$ cat src/rtl/oam_dma.sv
// Sprite DMA for $4014: halts the CPU and copies DMA_BYTES bytes from page:00 into OAM.
// Define OAM_DMA_ALIGN_EN to insert the get/put parity alignment cycle after the halt.
module oam_dma #(
  parameter int unsigned DMA_BYTES = 256
) (
  input  logic        clk,
  input  logic        rst,
  input  logic        cpu_ce,
  input  logic        cpu_rw,
  input  logic        reg_wr,
  input  logic [7:0]  reg_din,
  input  logic [7:0]  bus_din,
  output logic        rdy,
  output logic        dma_active,
  output logic [15:0] bus_addr,
  output logic        bus_rd,
  output logic [7:0]  oam_din,
  output logic        oam_wr
);

  localparam logic [2:0] StIdle  = 3'd0;
  localparam logic [2:0] StHalt  = 3'd1;
`ifdef OAM_DMA_ALIGN_EN
  localparam logic [2:0] StAlign = 3'd2;
`endif
  localparam logic [2:0] StGet   = 3'd3;
  localparam logic [2:0] StPut   = 3'd4;

  localparam logic [7:0] LastIdx = 8'(DMA_BYTES - 1);

  logic [2:0] state_q, state_d;
  logic [7:0] page_q, page_d;
  logic [7:0] index_q, index_d;
  logic [7:0] oam_din_q, oam_din_d;

`ifdef OAM_DMA_ALIGN_EN
  // High while the current CPU cycle is a get cycle; the first cycle after reset is one.
  logic get_cyc_q;

  always_ff @(posedge clk or posedge rst) begin
    if (rst) begin
      get_cyc_q <= 1'b1;
    end else if (cpu_ce) begin
      get_cyc_q <= ~get_cyc_q;
    end
  end
`endif

  always_comb begin
    state_d   = state_q;
    page_d    = page_q;
    index_d   = index_q;
    oam_din_d = oam_din_q;
    if (cpu_ce) begin
      case (state_q)
        StIdle: begin
          if (reg_wr) begin
            page_d  = reg_din;
            index_d = 8'd0;
            state_d = StHalt;
          end
        end
        StHalt: begin
          // The CPU only stops on a read cycle; writes before it extend the halt.
          if (cpu_rw) begin
`ifdef OAM_DMA_ALIGN_EN
            state_d = get_cyc_q ? StAlign : StGet;
`else
            state_d = StGet;
`endif
          end
        end
`ifdef OAM_DMA_ALIGN_EN
        StAlign: state_d = StGet;
`endif
        StGet: begin
          oam_din_d = bus_din;
          state_d   = StPut;
        end
        StPut: begin
          index_d = index_q + 8'd1;
          state_d = (index_q == LastIdx) ? StIdle : StGet;
        end
        default: state_d = StIdle;
      endcase
    end
  end

  always_ff @(posedge clk or posedge rst) begin
    if (rst) begin
      state_q   <= StIdle;
      page_q    <= 8'd0;
      index_q   <= 8'd0;
      oam_din_q <= 8'd0;
    end else begin
      state_q   <= state_d;
      page_q    <= page_d;
      index_q   <= index_d;
      oam_din_q <= oam_din_d;
    end
  end

  // Outputs decode straight from state so an asynchronous reset releases the CPU at once.
  always_comb begin
    dma_active = (state_q != StIdle);
    rdy        = ~dma_active;
    bus_rd     = (state_q == StGet);
    bus_addr   = {page_q, index_q};
    oam_din    = oam_din_q;
    oam_wr     = (state_q == StPut) && cpu_ce;
  end

endmodule

$ cat config.mk
export PLATFORM = sky130hd
export DESIGN_NAME = oam_dma
export DESIGN_NICKNAME = d
export VERILOG_FILES = /design/src/rtl/oam_dma.sv
export SDC_FILE = /design/constraint.sdc
export NUM_CORES = 1
export LEC_CHECK = 0
export CAP_MARGIN = 10
export CORE_UTILIZATION = 39
export DETAILED_ROUTE_END_ITERATION = 10
export PLACE_DENSITY = 0.78
export SYNTH_ARGS = -nofsm -noshare
export SYNTH_HDL_FRONTEND = slang
export SYNTH_SLANG_ARGS = --single-unit
$ cat constraint.sdc
create_clock -name clk -period 1.6 [get_ports clk]
set_input_delay 0.32 -clock clk [delete_from_list [all_inputs] [get_ports clk]]
set_output_delay 0.32 -clock clk [all_outputs]
set_load 0.02 [all_outputs]
## Yosys cells after proc, flatten, opt, wreduce, memory -nomap -nowiden

Cells that the tools add are included.
Widths: inputs -> output; s select.

| word-level totals | value |
|---|---|
| register bits after elaboration | 27 |
| bits of input ports | 21 |

| cells by class | value |
|---|---|
| bitwise operators | 1 |
| muxes and demuxes | 6 |
| equal/unequal tests | 6 |
| $add $sub $neg | 1 |
| reductions and logical operators | 8 |

Operators with widths:

| kind | number |
|---|---|
| $pmux 8 s2 | 1 |
| $pmux 3 s4 | 1 |
| $reduce_and 3->1 | 3 |
| $add 8x1->8 const B | 1 |
| $eq 8x8->1 const B | 1 |
| $mux 8 | 1 |
| $mux 3 | 2 |
| $ne 2x2->1 const B | 2 |
| $eq 3x1->1 const B | 1 |
| $eq 3x2->1 const B | 1 |
| $eq 3x3->1 const B | 1 |
| $logic_not 3->1 | 1 |
| $reduce_bool 3->1 | 1 |
| $mux 2 | 1 |
| $reduce_and 2->1 | 1 |
| $reduce_bool 2->1 | 1 |
| $logic_and 1x1->1 | 1 |
| $not 1->1 | 1 |

## Depth between registers and ports, before layout

| depth | value |
|---|---|
| word-level depth | 3 |
| gate-level depth with buffers | 6 |
| mapped depth without buffers | 4 |

## Worst setup path after synthesis

Ideal clock, no wire load.

| timing | value |
|---|---|
| kind | register to register |
| from | register state_q[2] |
| to | register page_q[0] |
| cell stages (with the launch flop) | 6 |
| data arrival time | 1.470 ns |
| library setup time | 0.125 ns |
| slack | 0.005 ns |
| clock period less this slack | 1.595 ns |
| cell sequence | dfrtp_1 or3_1 buf_6 nor2_8 buf_12 mux2_4 |

| between the ends | value |
|---|---|
| word-level cells in the longest chain between the ends | 2 |

RTL lines:

| what | RTL line | source |
|---|---|---|
| start, declared | 31 | `logic [2:0] state_q, state_d;` |
| start signal, assigned | 91 | `state_q <= StIdle;` |
| start signal, assigned | 96 | `state_q <= state_d;` |
| $logic_not 3->1 | 55 | `case (state_q)` |
| $reduce_and 3->1 (no line) | -- |  |
| end signal, assigned | 97 | `page_q <= page_d;` |
| end, declared | 32 | `logic [7:0] page_q, page_d;` |

No other way between the ends.
A chain may end at the register's enable or synchronous reset.

## Worst setup path after layout

| timing | value |
|---|---|
| from | register state_q[0] |
| to | output dma_active |

| between the ends | value |
|---|---|
| word-level cells in the longest chain between the ends | 1 |

RTL lines:

| what | RTL line | source |
|---|---|---|
| $reduce_bool 3->1 | 105 | `dma_active = (state_q != StIdle);` |
| end, declared | 14 | `output logic dma_active,` |

No other way between the ends.

==> out/results.txt <==
Post-Syn Instances: 106
Largest net degree at the start of global routing: 28
DR pass1 iterations: 4
Fraction of layout cells with a size suffix above 1: 30.99%
Crit. End Element: primary output
Area of the core: 3103 um2
Ys Warns: 0
Outcome: complete, but fails checks
CP top delay family: flip-flops
Power share of the clock group: 9.6%
Final period util: 106.7%
Worst path slowest cell: dfrtp_1
H-tree depth: 1
Initial Util: 42.06%
GR Util All Layers: 19.65%
Syn Nets: 128
Synth Area in Compound Gates: 10.83%
Reg2reg start: state_q[0]
Post-Place Worst Slack: -341.8 ps
Part of the power in registers: 34.7%
WS Path Type: reg2out
Vias per cell: 5.074
Sequential element share of the synthesized area: 51.77%
DR vias: 1091
Crit-path max FO: 2
Net Sw Power: 1.163 mW
Final Skew: 10.58 ps
Final hold slack: 318.3 ps
Area leader, netlist: dfrtp_1
Critical Path Start: state_q[0]
Worst VDD drop: 0.8492 mV
Clk pin slew, worst setup/hold paths: 150 ps
# diodes: 0
Leakage: 0.9518 nW
Int Pwr: 1.878 mW
Vias in the first global route: 1145
Non-filler instance count after layout: 215
Area Growth Syn to Fin: 51.39%
Arrival time at the worst endpoint: 1390 ps
Failing checks: negative setup slack
Starting DRT DRC Count: 55
CTS Hold Bufs: 0
Sw Share: 38.24%
Comb power frac: 55.6%
Design area: 1976 um2
Crit start category: flip-flop
CTS Buffer Depth: 2
DIE HEIGHT: 59.85 um
TritonCTS buffer count: 3
Drt total wl: 2.994 mm
GP Congestion: 0.8700
Total gr overflow: 0
Post-DP Area: 1883 um2
Synth top area cells: dfrtp_1 52%, mux2_4 8.1%, mux2_2 7.8%
First-pass GRT wire length: 5.154 mm
Worst-Margin Slew: 330.2 ps
Post-synthesis xor/xnor area fraction: 0%
Final HPWL from detailed placement: 2.141 mm
Fin. Hold Viols: 0
Die W: 59.85 um
Max Clock Freq: 585.7 MHz
Synth top area share: 51.77%
Fin nets: 194
Final setup margin: -107.2 ps
PwrDens: 1539 nW/um2
Largest family of logic cells by synthesized area: multiplexers
Count of different cell masters after synthesis: 32
Power, Total: 3.041 mW
Post-DRT Antenna Nets: 0
Setup-failing EPs final: 13
Most common cell after layout, fill and taps aside: dfrtp_1
Post-route DRC violation count: 0
RSZ-0062 raised after global routing: yes
WP buf/inv: 2
MaxCap Viol Count: 0
Synth Area in Simple Gates: 12.37%
Post-synthesis mux area share: 18.12%
Die Area: 3581 um2
Pins Over Slew Limit: 0
CTS Root Cell: clkbuf_4
Worst-Skew Late Latency: 330 ps
Antenna violations before repair: 0
Port-buffer cells: 48
DR WL/cell: 13.93 um
# placed instances: 206
Crit-path cells: or3_4 -> buf_6 -> buf_6
Row cnt: 20
Max incr delay on CP: 420 ps
Most used cell, CP: buf_6
Flip-flop and latch count after synthesis: 27
Clk sinks: 27
Mapped Area: 1305 um2
Relative slew slack: 77.99%
CP required: 1280 ps
Hold crit path type: in2async
Adder-cell share of the synthesized area: 0.9588%
Syn_area_per_cell: 12.31 um2
# IOs: 49
CTS tree: yes
Commonest cells after routing, fill and taps aside: 27 x dfrtp_1, 24 x dlygate4sd2_1, 20 x clkdlybuf4s50_1
Post-layout min period: 1707 ps
[final cells by class]
| class | instances | area, um2 |
|---|---|---|
| clock inverters | 1 | 5.005 |
| fillers | 274 | 1127 |
| repair buffers | 65 | 584.3 |
| flip-flops and latches | 27 | 675.6 |
| multi-input cells | 69 | 610.6 |
| clock buffers | 3 | 22.52 |
| well taps | 44 | 55.05 |
| inverters | 6 | 22.52 |
[path summary, 6_finish.rpt]
check                             end  slack, ps  cells after the start
hold reg to reg            oam_din[3]        520                      1
min in group clk           oam_din[3]        520                      1
hold / removal             index_q[2]        320                      3
setup / recovery           dma_active       -110                      3
max in group asynchronous  index_q[7]       1030                      3
setup reg to reg            page_q[2]        -40                      5
[through the flow]
| step | TNS, ps | util, % |
|---|---|---|
| after global placement | -3975 | 60.69 |
| after floorplan | 0 | - |
| after detailed placement | -4293 | 60.69 |
| after CTS | -829.2 | 62.62 |
| final | -601.1 | 63.67 |
| after global routing | -1031 | 63.67 |
[sequential cells by signal, indices dropped and copies added (netlist names)]
name	flops
page_q	8
oam_din	8
state_q	3
index_q	8
[per-layer routing]
layer  wire length [um]  GRT usage [%]
met5                  0              0
met2               1485          30.95
met4                 83          12.96
met1               1294          25.76
met3                131          1.732
[cell usage after synthesis (all sizes together)]
master,n
a32oi,1
ha,1
mux2i,3
nand4bb,1
o21ai,9
and2b,1
inv,6
and3,1
a21oi,5
o31ai,1
a211oi,1
buf,5
nor3,1
o211ai,3
nand4,3
nand2,5
nor2,3
o21bai,1
dfrtp,27
and2,1
or4,1
mux2,16
o2bb2ai,2
or3,4
nand3,4
[power by group through the flow]
stage,combinational [mW],clock [mW],sequential [mW]
after global placement,1.69,0,1.06
after detailed placement,1.72,0,1.07
final,1.69,0.293,1.06
after floorplan,0.717,0,1.36
after global routing,1.82,0.340,1.08
after CTS,1.65,0.308,1.05
[worst min-delay path, cell delays in order]
cell	delay [ps]
clkdlybuf4s50_1	390
inv_1	50
buf_4	310
[what timing repair did]
action	CTS	global route
setup endpoints to repair	39	17
buffers inserted	3	1
pin swaps	3	4
resized for setup	51	6
gates cloned	1	0
endpoints found under the hold margin	0	0
[logic make-up (layout without fill, tap and decap cells)]
| group | count (synthesis) | after routing |
|---|---|---|
| DFF | 27 | 27 |
| and+or+nand+nor | 25 | 26 |
| AOI/OAI and AO/OA | 23 | 23 |
| muxes | 19 | 19 |
| buffers and inverters | 11 | 75 |
| adders and majority gates | 1 | 1 |
Note: power is estimated with default switching activity, not from simulation.
